==> src/rtl/counter_seq_pkg.sv <==
// Shared widths and state encoding for the counter sequencer slice.
package counter_seq_pkg;

    localparam int unsigned NBITS_COUNT = 4;
    localparam int unsigned NBITS_DWELL = 3;
    localparam int unsigned NBITS_REP   = 2;
    localparam int unsigned NBITS_STATE = 3;

    typedef enum logic [NBITS_STATE-1:0] {
        ST_IDLE     = 3'd0,
        ST_LOAD     = 3'd1,
        ST_UP       = 3'd2,
        ST_DWELL_HI = 3'd3,
        ST_DOWN     = 3'd4,
        ST_DWELL_LO = 3'd5,
        ST_DONE     = 3'd6
    } state_e;

endpackage

==> src/rtl/counter_sequencer_if.sv <==
// Control/status bundle between the board top level, the sequencer and the external counter.
interface counter_sequencer_if;

    logic                                       start;
    logic                                       abort;
    logic                                       pause;
    logic [counter_seq_pkg::NBITS_COUNT-1:0]    lo;
    logic [counter_seq_pkg::NBITS_COUNT-1:0]    hi;
    logic [counter_seq_pkg::NBITS_DWELL-1:0]    dwell;
    logic [counter_seq_pkg::NBITS_REP-1:0]      reps;
    logic [counter_seq_pkg::NBITS_COUNT-1:0]    count;
    logic                                       ctr_load;
    logic [counter_seq_pkg::NBITS_COUNT-1:0]    ctr_data;
    logic                                       ctr_en;
    logic                                       ctr_up;
    logic                                       busy;
    logic                                       done;
    logic                                       err;
    logic [counter_seq_pkg::NBITS_STATE-1:0]    state;

    modport master (
        output start, abort, pause, lo, hi, dwell, reps, count,
        input  ctr_load, ctr_data, ctr_en, ctr_up, busy, done, err, state
    );

    modport slave (
        input  start, abort, pause, lo, hi, dwell, reps, count,
        output ctr_load, ctr_data, ctr_en, ctr_up, busy, done, err, state
    );

endinterface

==> src/rtl/counter_sequencer_dwell_timer.sv <==
// Down-counting dwell timer: load, decrement and a zero flag.
module dwell_timer
    import counter_seq_pkg::*;
(
    input  logic                   clk_i,
    input  logic                   rst_i,
    input  logic                   load_i,
    input  logic [NBITS_DWELL-1:0] load_val_i,
    input  logic                   dec_i,
    output logic                   zero_c_o
);

    logic [NBITS_DWELL-1:0] timer_q;
    logic [NBITS_DWELL-1:0] timer_d;

    always_comb begin
        timer_d = timer_q;
        if (load_i) begin
            timer_d = load_val_i;
        end else if (dec_i && (timer_q != '0)) begin
            timer_d = timer_q - NBITS_DWELL'(1);
        end
    end

    always_ff @(posedge clk_i or posedge rst_i) begin
        if (rst_i) begin
            timer_q <= '0;
        end else begin
            timer_q <= timer_d;
        end
    end

    assign zero_c_o = (timer_q == '0);

endmodule

==> src/rtl/counter_sequencer.sv <==
// Runs the external up/down counter lo->hi, dwell, hi->lo, dwell for reps+1 passes.
module counter_sequencer
    import counter_seq_pkg::*;
(
    input  logic               clk_2,
    input  logic               reset,
    counter_sequencer_if.slave bus
);

    state_e                 state_q, state_d;
    logic                   start_q;
    logic                   err_q, err_d;
    logic [NBITS_COUNT-1:0] lo_q, hi_q;
    logic [NBITS_DWELL-1:0] dwell_q;
    logic [NBITS_REP-1:0]   reps_q;
    logic [NBITS_REP-1:0]   pass_q, pass_d;

    logic latch_cfg;
    logic tmr_load;
    logic tmr_dec;
    logic tmr_zero;
    logic start_edge;
    logic at_hi;
    logic at_lo;
    logic ctr_load_c;
    logic ctr_en_c;
    logic ctr_up_c;

    dwell_timer u_dwell_timer (
        .clk_i      (clk_2),
        .rst_i      (reset),
        .load_i     (tmr_load),
        .load_val_i (dwell_q),
        .dec_i      (tmr_dec),
        .zero_c_o   (tmr_zero)
    );

    assign start_edge = bus.start && !start_q;
    assign at_hi      = (bus.count == hi_q);
    assign at_lo      = (bus.count == lo_q);

    // Next state and counter controls; abort overrides everything at the end.
    always_comb begin
        state_d    = state_q;
        err_d      = err_q;
        pass_d     = pass_q;
        latch_cfg  = 1'b0;
        tmr_load   = 1'b0;
        tmr_dec    = 1'b0;
        ctr_load_c = 1'b0;
        ctr_en_c   = 1'b0;
        ctr_up_c   = 1'b0;

        case (state_q)
            ST_IDLE: begin
                if (start_edge) begin
                    if (bus.lo > bus.hi) begin
                        err_d   = 1'b1;
                        state_d = ST_DONE;
                    end else begin
                        latch_cfg = 1'b1;
                        err_d     = 1'b0;
                        pass_d    = '0;
                        state_d   = ST_LOAD;
                    end
                end
            end
            ST_LOAD: begin
                ctr_load_c = 1'b1;
                if (!bus.pause) state_d = ST_UP;
            end
            ST_UP: begin
                ctr_up_c = 1'b1;
                ctr_en_c = !at_hi && !bus.pause;
                if (at_hi && !bus.pause) begin
                    tmr_load = 1'b1;
                    state_d  = ST_DWELL_HI;
                end
            end
            ST_DWELL_HI: begin
                if (!bus.pause) begin
                    if (tmr_zero) state_d = ST_DOWN;
                    else          tmr_dec = 1'b1;
                end
            end
            ST_DOWN: begin
                ctr_en_c = !at_lo && !bus.pause;
                if (at_lo && !bus.pause) begin
                    if (pass_q == reps_q) begin
                        state_d = ST_DONE;
                    end else begin
                        pass_d   = pass_q + NBITS_REP'(1);
                        tmr_load = 1'b1;
                        state_d  = ST_DWELL_LO;
                    end
                end
            end
            ST_DWELL_LO: begin
                if (!bus.pause) begin
                    if (tmr_zero) state_d = ST_UP;
                    else          tmr_dec = 1'b1;
                end
            end
            ST_DONE: state_d = ST_IDLE;
            default: state_d = ST_IDLE;
        endcase

        if (bus.abort) begin
            state_d    = ST_IDLE;
            err_d      = err_q;
            pass_d     = pass_q;
            latch_cfg  = 1'b0;
            tmr_load   = 1'b0;
            tmr_dec    = 1'b0;
            ctr_load_c = 1'b0;
            ctr_en_c   = 1'b0;
        end
    end

    always_ff @(posedge clk_2 or posedge reset) begin
        if (reset) begin
            state_q <= ST_IDLE;
            start_q <= 1'b0;
            err_q   <= 1'b0;
            pass_q  <= '0;
        end else begin
            state_q <= state_d;
            start_q <= bus.start;
            err_q   <= err_d;
            pass_q  <= pass_d;
        end
    end

    // Configuration is captured only on an accepted start.
    always_ff @(posedge clk_2 or posedge reset) begin
        if (reset) begin
            lo_q    <= '0;
            hi_q    <= '0;
            dwell_q <= '0;
            reps_q  <= '0;
        end else if (latch_cfg) begin
            lo_q    <= bus.lo;
            hi_q    <= bus.hi;
            dwell_q <= bus.dwell;
            reps_q  <= bus.reps;
        end
    end

    assign bus.ctr_load = ctr_load_c;
    assign bus.ctr_data = (state_q == ST_LOAD) ? lo_q : '0;
    assign bus.ctr_en   = ctr_en_c;
    assign bus.ctr_up   = ctr_up_c;
    assign bus.busy     = (state_q == ST_LOAD) || (state_q == ST_UP) || (state_q == ST_DWELL_HI) ||
                          (state_q == ST_DOWN) || (state_q == ST_DWELL_LO);
    assign bus.done     = (state_q == ST_DONE) && !bus.abort;
    assign bus.err      = err_q;
    assign bus.state    = state_q;

endmodule

==> src/flat_wrapper.sv <==
// flat-port wrapper written by rule: the top's interface ports become plain ports
module counter_sequencer_flat import counter_seq_pkg::*;
  (clk_2, reset, bus_start, bus_abort, bus_pause, bus_lo, bus_hi, bus_dwell, bus_reps, bus_count, bus_ctr_load, bus_ctr_data, bus_ctr_en, bus_ctr_up, bus_busy, bus_done, bus_err, bus_state);
  counter_sequencer_if bus_i ();
  input  logic clk_2;
  input  logic reset;
  input wire logic [$bits(bus_i.start)-1:0] bus_start;
  input wire logic [$bits(bus_i.abort)-1:0] bus_abort;
  input wire logic [$bits(bus_i.pause)-1:0] bus_pause;
  input wire logic [$bits(bus_i.lo)-1:0] bus_lo;
  input wire logic [$bits(bus_i.hi)-1:0] bus_hi;
  input wire logic [$bits(bus_i.dwell)-1:0] bus_dwell;
  input wire logic [$bits(bus_i.reps)-1:0] bus_reps;
  input wire logic [$bits(bus_i.count)-1:0] bus_count;
  output wire logic [$bits(bus_i.ctr_load)-1:0] bus_ctr_load;
  output wire logic [$bits(bus_i.ctr_data)-1:0] bus_ctr_data;
  output wire logic [$bits(bus_i.ctr_en)-1:0] bus_ctr_en;
  output wire logic [$bits(bus_i.ctr_up)-1:0] bus_ctr_up;
  output wire logic [$bits(bus_i.busy)-1:0] bus_busy;
  output wire logic [$bits(bus_i.done)-1:0] bus_done;
  output wire logic [$bits(bus_i.err)-1:0] bus_err;
  output wire logic [$bits(bus_i.state)-1:0] bus_state;
  assign bus_i.start = bus_start;
  assign bus_i.abort = bus_abort;
  assign bus_i.pause = bus_pause;
  assign bus_i.lo = bus_lo;
  assign bus_i.hi = bus_hi;
  assign bus_i.dwell = bus_dwell;
  assign bus_i.reps = bus_reps;
  assign bus_i.count = bus_count;
  assign bus_ctr_load = bus_i.ctr_load;
  assign bus_ctr_data = bus_i.ctr_data;
  assign bus_ctr_en = bus_i.ctr_en;
  assign bus_ctr_up = bus_i.ctr_up;
  assign bus_busy = bus_i.busy;
  assign bus_done = bus_i.done;
  assign bus_err = bus_i.err;
  assign bus_state = bus_i.state;
  counter_sequencer u_core (.clk_2(clk_2), .reset(reset), .bus(bus_i));
endmodule
==> config.mk <==
export PLATFORM = sky130hd
export DESIGN_NAME = counter_sequencer_flat
export DESIGN_NICKNAME = d
export VERILOG_FILES = /design/src/rtl/counter_seq_pkg.sv /design/src/rtl/counter_sequencer_if.sv /design/src/rtl/counter_sequencer_dwell_timer.sv /design/src/rtl/counter_sequencer.sv /design/src/flat_wrapper.sv
export SDC_FILE = /design/constraint.sdc
export NUM_CORES = 1
export LEC_CHECK = 0
export CAP_MARGIN = 20
export CORE_UTILIZATION = 45
export DETAILED_ROUTE_END_ITERATION = 6
export PLACE_DENSITY = 0.86
export SYNTH_ARGS = -nofsm -noshare
export SYNTH_HDL_FRONTEND = slang
export SYNTH_SLANG_ARGS = --single-unit
==> constraint.sdc <==
create_clock -name clk_2 -period 2 [get_ports clk_2]
set_clock_uncertainty 0.2 [all_clocks]
set_input_delay 0.5 -clock clk_2 [delete_from_list [all_inputs] [get_ports clk_2]]
set_output_delay 0.5 -clock clk_2 [all_outputs]
set_load 0.01 [all_outputs]
# Yosys cells after proc, flatten, opt, wreduce, memory -nomap -nowiden
# Index checks and enable logic that the tools add are counted.
[classes] add_sub_neg=2 multipliers=0 div=0 magnitude_cmp=1 n_eq_ne=21 n_shift=0 mux=39 bitwise=1 reduce_logical=25
[ops] operator="$mux 3" n=12
[ops] operator="$pmux 3 s6" n=1
[ops] operator="$mux 1" n=17
[ops] operator="$ne 3x2->1 const B" n=5
[ops] operator="$mux 2" n=5
[ops] operator="$eq 3x3->1 const B" n=3
[ops] operator="$ne 3x3->1 const B" n=3
[ops] operator="$eq 4x4->1" n=2
[ops] operator="$reduce_and 8->1" n=1
[ops] operator="$logic_and 1x1->1" n=7
[ops] operator="$eq 3x2->1 const B" n=2
[ops] operator="$logic_not 3->1" n=2
[ops] operator="$reduce_and 6->1" n=1
[ops] operator="$logic_not 1->1" n=5
[ops] operator="$gt 4x4->1" n=1
[ops] operator="$logic_or 1x1->1" n=4
[ops] operator="$mux 4" n=1
[ops] operator="$ne 2x1->1 const B" n=2
[ops] operator="$ne 2x2->1 const B" n=2
[ops] operator="$pmux 1 s2" n=2
[ops] operator="$pmux 2 s2" n=1
[ops] operator="$reduce_bool 2->1" n=2
[ops] operator="$eq 3x1->1 const B" n=1
[ops] operator="$reduce_and 3->1" n=1
[ops] operator="other kinds (6)" n=6
[totals] regBits=23 latchBits=0 mem_bits_rw=0 rom_bits=0 output_inout_bits=13 word_cells=98 mem_count=0

# Logic depth before layout (Yosys ltp)
# Gate-level depths: netlist (run 1).
[logic_depth] word_depth=8 ltp_mapped=8 depth_no_buf=7

# Cells and area by module
# Synthesis (run 1) repeated with hierarchy kept, for this count alone.
[unflattened] hier_cells=149 area_unflattened_um2=1511.4
[by_module_without_submodules] mod="counter_sequencer" n_inst=1 cells_each=129 area_each_um2=1300.0
[by_module_without_submodules] mod="dwell_timer" n_inst=1 cells_each=20 area_each_um2=211.5

# Worst setup path before layout (run 1)
# No wires, ideal clock.
[synth_timing] path_type="input-to-reg" from="input bus_abort" to="register u_core.dwell_q[0]" arrival_time_ns=1.954 required_ns=1.675 setup_slack_ns=-0.279 cell_stages=7 cell_sequence="buf_6 or2_1 or4_1 buf_2 nand2b_4 buf_6 mux2_4"
[synth_between] elab_chain_len=1
[synth_lines] element="start, declared" line="flat_wrapper.sv:8" text="input wire logic [$bits(bus_i.abort)-1:0] bus_abort;"
[synth_lines] element="$mux 1" line="counter_sequencer.sv:108" text="if (bus.abort) begin"
[synth_lines] element="end signal, assigned" line="counter_sequencer.sv:144" text="dwell_q <= bus.dwell;"
[synth_lines] element="end, declared" line="counter_sequencer.sv:14" text="logic [NBITS_DWELL-1:0] dwell_q;"
# No other way between the ends.
# A chain may end at the register's enable or synchronous reset.

# Worst setup path in the final report (run 1)
[layout_timing] from="input bus_count[1]" to="output bus_ctr_en"
[layout_between] elab_chain_len=5 elab_cells_between_ends=8 cone_classes="eq/ne: 2; mux: 2; reduce/logical: 4"
[layout_lines] element="start, declared" line="flat_wrapper.sv:14" text="input wire logic [$bits(bus_i.count)-1:0] bus_count;"
[layout_lines] element="$eq 4x4->1 (on tied branches)" line="counter_sequencer.sv:40, counter_sequencer.sv:39"
[layout_lines] element="$logic_not 1->1 (on tied branches)" line="counter_sequencer.sv:87, counter_sequencer.sv:74"
[layout_lines] element="$logic_and 1x1->1 (on tied branches)" line="counter_sequencer.sv:87, counter_sequencer.sv:74"
[layout_lines] element="$pmux 1 s2 *" line="counter_sequencer.sv:54" text="case (state_q)"
[layout_lines] element="$mux 1 *" line="counter_sequencer.sv:108"
[layout_lines] element="end, declared" line="flat_wrapper.sv:17" text="output wire logic [$bits(bus_i.ctr_en)-1:0] bus_ctr_en;"
# Every way passes the cells marked *; elsewhere a longest branch is shown, timed or not.

==> key figures, run 1 <==
STA
  – Worst setup margin: -0.297 ns
  – Slew margin rel.: slightly below 70%
  – Final min period: around 2.3 ns
  – Fmax: 435 MHz
  – Finish-stage setup viols: 25
  – Slew @ Worst Pin: between 0.4 and 0.5 ns
  – Final hold violation count: 0
  – WHS: slightly below 0.3 ns
  – Fin crit share: 115%
  – RSZ-0062 raised after global routing: true
  – Final max-slew violation count: 0

Clock tree
  – CTS Buf Count: 3
  – Longest Clk Path Bufs: 2
  – Hold Buf Count CTS: 0
  – Worst-path clk slew: 0.15 ns
  – Root Buffer: clkbuf_4
  – CTS tree: built
  – CTS H-tree lvls: 1
  – Clk_lat worst skew: 0.33 ns
  – Clk sinks: 23

Floorplan
  – Die Y: 59.5 um
  – Row cnt: 20
  – IO Pins: 35
  – Core area: around 3100 um2
  – Starting Density: about half
  – Chip Width: slightly below 60 um
  – Die footprint: ~3500 um2

Yosys
  – Post-Syn Instances: approximately 150
  – Primary FF master, synth: dfrtp_1
  – Asr flop ratio synth: 100%
  – Seq/Total Area, Yosys: roughly two fifths
  – Post-Syn Nets: 180
  – Synth area leaders: dfrtp_1 39%, mux2_4 6.0%, ha_1 5.0%, xor2_1 4.7%, o21ai_0 4.4%
  – Ys Warns: 0
  – Yosys reg bits: 23
  – Syn avg cell area: roughly 9.8 um2
  – Yosys top cell by area: dfrtp_1
  – Synth top area share: about two fifths
  – Synth Cell Area: between 1000 and 1500 um2
  – Yosys cell types: 44
  – Number of enable flip-flop cells after synthesis: 0

Finish
  – Fill cell count: roughly 180
  – Most common cell after layout, fill and taps aside: buf_4
  – Sequential standard cell area: around 580 um2
  – Layout Nets: between 200 and 300
  – Final Util: between 80% and 90%
  – Multi-input combinational cell area: between 1000 and 1500 um2
  – Antenna diodes: 0
  – Most frequent cells in the layout: 34 x buf_4, 23 x dfrtp_1, 20 x buf_6
  – Area growth syn-to-layout: 76.0%
  – Fraction of layout cells with a size suffix above 1: between 50% and 60%

Global routing
  – Number of global-route vias before repair: around 1.7k
  – Largest net degree at the start of global routing: 24
  – Met1 Use GR: roughly 35%
  – Met2 global-route usage: about three fifths
  – Initial antenna violation count: 0
  – Met3 track demand over resource: about 2.6%
  – Most Crowded Layer GR: met2
  – Global-route usage over all layers: 32.4%
  – First-pass GRT wire length: approximately 8.2 mm
  – Remaining global-route overflow: 0

Status
  – Violated checks: negative setup slack
  – Status: finished, violations left

Placement
  – Detailed placement HPWL: 3.13 mm
  – IO Port Bufs: 34
  – GPL Wtd Cong: between 0.9 and 1

Routing
  – Via density: between 5 and 6
  – Initial DRC count: 42
  – WL final: between 5 and 6 mm
  – Remaining DRCs: 0
  – Via Count: ~1.6k
  – Wire length per cell: around 20 um
  – Antenna Nets Post-Route: 0
  – Drt pass-1 iters: 4

Setup path
  – Nature of the critical path startpoint: input port
  – WS Path Type: input port to primary output
  – CP Max Fanout: 2
  – Worst endpoint required time: about 1.3 ns
  – Critical R2R Capture: u_core.pass_q[0]$_DFFE_PP0P_
  – Nature of the critical path endpoint: primary output
  – CP arrival: 1.60 ns
  – RR Startpoint: u_core.bus.state[0]$_DFFE_PP0P_
  – Reg2reg path depth: 7
  – R2r setup slk: -0.23 ns

Power and ir drop
  – Logic gate share of total power: between 60% and 70%
  – Power Dens Cells: 1210 nW/um2
  – Switching share of power: around 42%
  – Leakage power: 1.23 nW
  – Fraction of power consumed by sequential logic: ~26%
  – Clock power share: 7.5%
  – Worst vdd ir: just under 0.7 mV
  – Internal power: between 0.0015 and 0.002 W
  – Switching power: 0.00134 W

Flow run
  – Max Cap Viol: 0

Hold path
  – Hold Crit Class: input port to asynchronous set/reset pin
-- layer usage --
| metal | routed length, um | share of wire (%) |
|---|---|---|
| met1 | 2120 | 38 |
| met2 | 3060 | 55 |
| met3 | 190 | 3.4 |
| met4 | 235 | 4.2 |
| met5 | 0 | 0 |
-- sequential cells by signal, indices dropped and copies added (netlist names), 2 cells and up --
signal / count
u_core.reps_q: 2
u_core.lo_q: 4
u_core.u_dwell_timer.timer_q: 3
u_core.pass_q: 2
u_core.bus.state: 3
u_core.dwell_q: 3
u_core.hi_q: 4
-- through the flow --
| stage | area (um2) | setup TNS, ns | setup WS (ns) | total power, W | instances |
|---|---|---|---|---|---|
| finish | 2620 | -3.86 | -0.297 | 0.00318 | 277 |
| detailed placement | 2100 | -16.01 | -0.993 | 0.00218 | 257 |
| global placement | 2100 | -15.06 | -0.890 | 0.00210 | 257 |
| floorplan | 1500 | -2.48 | -0.279 | 0.00148 | 152 |
| CTS | 2500 | -4.44 | -0.363 | 0.00286 | 278 |
| global route | 2620 | -4.71 | -0.368 | 0.00331 | 277 |
-- cell families (layout without fill, tap and decap cells) --
family          after synthesis  in the layout  synth area share, %
simple gates                 42             43                 16.0
buf+inv                      18             98                 5.62
mux                          13             13                 11.3
flops                        23             23                 38.6
fa+ha+maj                     6              6                 5.04
compound gates               37             37                 15.8
xor+xnor                     13             13                 7.64
-- area by class of cell --
cell class                      count  area share (%)
Inverter                           11            1.57
Clock inverter                      1           0.191
Sequential cell                    23            21.9
Clock buffer                        3           0.859
Multi-Input combinational cell    112            45.5
Tap cell                           44            2.10
Timing Repair Buffer               83            27.9
-- worst max-delay path, stage by stage --
cell and delay [ns]:
dlygate4sd2_1 0.26, buf_4 0.15, xnor2_1 0.18, nand4_1 0.16, nand3_1 0.14, a21boi_2 0.06, buf_2 0.15
-- worst max-delay path by stage --
stage                               start  slack (ns)                             to  cells past startpoint
2_1_floorplan                   bus_abort       -0.28  u_core.dwell_q[0]$_DFFE_PP0P_                      7
3_3_place_gp                 bus_count[2]       -0.89                     bus_ctr_en                      6
3_5_place_dp                 bus_count[3]       -0.99                     bus_ctr_en                      6
4_1_cts        u_core.hi_q[0]$_DFFE_PP0P_       -0.36                     bus_ctr_en                      5
5_1_grt        u_core.hi_q[0]$_DFFE_PP0P_       -0.37                     bus_ctr_en                      4
6_report                     bus_count[1]       -0.30                     bus_ctr_en                      7
-- synthesized netlist by cell type, drive strengths merged (3+ instances only) --
| library cell | instances |
|---|---|
| dfrtp | 23 |
| o21ai | 18 |
| mux2 | 12 |
| inv | 11 |
| nor2 | 8 |
| xor2 | 8 |
| nand2b | 7 |
| ha | 6 |
| a21oi | 5 |
| nand2 | 5 |
| xnor2 | 5 |
| and3 | 4 |
| clkbuf | 4 |
| buf | 3 |
| nand3 | 3 |
| nor3b | 3 |
-- power by group through the flow --
stage          combinational [W]  sequential (W)  clock, W
2_1_floorplan           0.000710        0.000772         0
3_3_place_gp             0.00132        0.000784         0
3_5_place_dp             0.00138        0.000795         0
4_1_cts                  0.00182        0.000806  0.000233
5_1_grt                  0.00222        0.000833  0.000256
6_report                 0.00212        0.000822  0.000237
-- repair_timing --
item                                    CTS  global route
resized for setup                       130            29
endpoints found under the hold margin     0             0
buffers inserted                         16             5
endpoints found under the setup margin   33            32
gates cloned                              1             0
pin swaps                                19            13
Power figures use the tool's default switching activity.
==> run 2: changes to the inputs <==
- CORE_UTILIZATION: 45 -> 30
- PLACE_DENSITY: 0.86 -> 0.65
==> run 2 against run 1 <==
- the flow still finishes with violations (negative setup slack)
- sequential power shrank 2%
- sequential share of layout area shrank 0.53 points
- first-iteration DRC count grew 60%
- largest power group unchanged
==> key figures, run 2 (synthesis gave the netlist of run 1 again) <==
Setup path
  – CP startpoint: u_core.hi_q[2]$_DFFE_PP0P_
  – Nature of the critical path startpoint: register
  – WS Path Type: register to primary output
  – Worst endpoint required time: 1.30 ns (about the same)
  – Nature of the critical path endpoint: primary output
  – RR Startpoint: u_core.bus.state[0]$_DFFE_PP0P_
  – CP Max Fanout: 2 (unchanged)
  – CP arrival: 1.60 ns (about the same)

Clock tree
  – CTS H-tree lvls: 1 (unchanged)
  – CTS Buf Count: 3 (unchanged)
  – Longest Clk Path Bufs: 2 (unchanged)
  – CTS tree: built
  – Clk_lat worst skew: 0.27 ns (-0.06 ns)
  – Hold Buf Count CTS: 0 (unchanged)
  – Worst-path clk slew: 0.08 ns (-0.07 ns)
  – Clk sinks: 23 (unchanged)
  – Root Buffer: clkbuf_8

Routing
  – Antenna Nets Post-Route: 0 (unchanged)
  – Remaining DRCs: 0 (unchanged)
  – WL final: 4.39 mm (-22%)
  – Via Count: 1492 (-5.0%)
  – Drt pass-1 iters: 4 (unchanged)
  – Wire length per cell: 13.8 um (-32%)
  – Initial DRC count: 67 (+60%)
  – Via density: 4.71 (-17%)

Finish
  – Most frequent cells in the layout: 58 x buf_4, 23 x dfrtp_1, 11 x buf_6
  – Area growth syn-to-layout: 80.4%
  – Final Util: 56.5% (-28 points)
  – Antenna diodes: 0 (unchanged)
  – Final Instance Count excl. Fillers: 317 (+14%)
  – Largest regs: u_core.hi_q x4, u_core.lo_q x4
  – Most common cell after layout, fill and taps aside: buf_4
  – Fraction of layout cells with a size suffix above 1: 56.4% (+0.61 points)
  – Layout Nets: 279 (+6.5%)

STA
  – Fmax: 434 MHz (-0.34%)
  – Finish-stage setup viols: 27 (+8.0%)
  – Fin crit share: 115% (+0.39 points)
  – WHS: 0.276 ns (-0.0169 ns)
  – Slew @ Worst Pin: 0.466 ns (+0.00720 ns)
  – Worst setup margin: -0.304 ns (-0.00784 ns)
  – Final max-slew violation count: 0 (unchanged)
  – Final min period: 2.30 ns (+0.00784 ns)
  – RSZ-0062 raised after global routing: true
  – Slew margin rel.: 68.6% (-0.49 points)
  – Final hold violation count: 0 (unchanged)

Global routing
  – Remaining global-route overflow: 0 (unchanged)
  – Largest net degree at the start of global routing: 24 (unchanged)
  – Global-route usage over all layers: 17.2% (-15 points)
  – Number of global-route vias before repair: 1509 (-11%)
  – Initial antenna violation count: 0 (unchanged)
  – First-pass GRT wire length: 6.97 mm (-15%)

Floorplan
  – Row cnt: 25 (+25%)
  – Core area: 4750 um2 (+53%)
  – Chip Width: 72.5 um (+22%)
  – Die footprint: 5250 um2 (+48%)
  – Die Y: 72.5 um (+22%)
  – Starting Density: 31.3% (-17 points)
  – IO Pins: 35 (unchanged)

Placement
  – IO Port Bufs: 34 (unchanged)
  – GPL Wtd Cong: 0.830 (-9.5%)
  – Post-Place Cells: 284 (+11%)
  – Detailed placement HPWL: 2.80 mm (-11%)

Power and ir drop
  – Worst vdd ir: 0.490 mV (-29%)
  – Power Dens Cells: 1110 nW/um2 (-7.9%)
  – Total Power: 0.00300 W (-5.7%)
  – Leakage power: 1.31 nW (+6.5%)

Status
  – Violated checks: negative setup slack
  – Status: finished, violations left

Flow run
  – Max Cap Viol: 0 (unchanged)

Hold path
  – Hold path start: bus_start
  – Hold Crit Class: input port to register
[run 2: critical path: stages, from the launching register on]
cell	delay, ns
dfrtp_1	0.42
xor2_2	0.17
o41ai_2	0.38
buf_4	0.18
a21boi_2	0.05
buf_2	0.14
[run 2: path summary, 6_finish.rpt]
path	slack [ns]	cells after the start	end
setup / recovery	-0.30	5	bus_ctr_en
hold / removal	0.28	1	u_core.start_q$_DFF_PP0_
setup reg to reg	-0.15	5	u_core.dwell_q[0]$_DFFE_PP0P_
hold reg to reg	0.30	2	u_core.bus.err$_DFFE_PP0P_
max in group asynchronous	0.99	3	u_core.bus.state[0]$_DFFE_PP0P_
min in group asynchronous	0.37	3	u_core.lo_q[0]$_DFFE_PP0P_
[run 2: area by class of cell]
| cell class | count | area [um2] |
|---|---|---|
| Fill cell | 416 | 2070 |
| Multi-Input combinational cell | 112 | 1110 |
| Timing Repair Buffer | 100 | 830 |
| Sequential cell | 23 | 576 |
| Clock buffer | 4 | 45.0 |
| Tap cell | 67 | 83.8 |
| Inverter | 11 | 43.8 |
[run 2: power by group]
group	switching [W]	internal [W]	leakage [nW]
Combinational	0.000812	0.00108	0.994
Clock	0.000149	0.000142	0.0228
Sequential	0.000165	0.000645	0.292
[run 2: layer usage]
layer | routed length [um] | up-vias | global-route usage (%)
met4 | 62 | 0 | 6.54
met3 | 128 | 5 | 1.67
met5 | 0 | - | 0
li1 | - | 730 | -
met2 | 2330 | 32 | 30.3
met1 | 1860 | 725 | 21.7
[run 2: repair_timing]
item                                    4_1_cts  5_1_grt
cloned                                        1        0
pin swaps                                    19       15
endpoints found under the setup margin       33       31
resized for setup                           111       29
setup buffers                                24        5
[run 2: stage by stage]
step	instance area, um2	setup slack [ns]	TNS (ns)
after floorplan	1500	-0.279	-2.48
after global placement	2160	-0.930	-17.79
after detailed placement	2160	-0.933	-17.81
after CTS	2570	-0.258	-2.74
after global routing	2690	-0.350	-4.66
final	2690	-0.304	-2.89
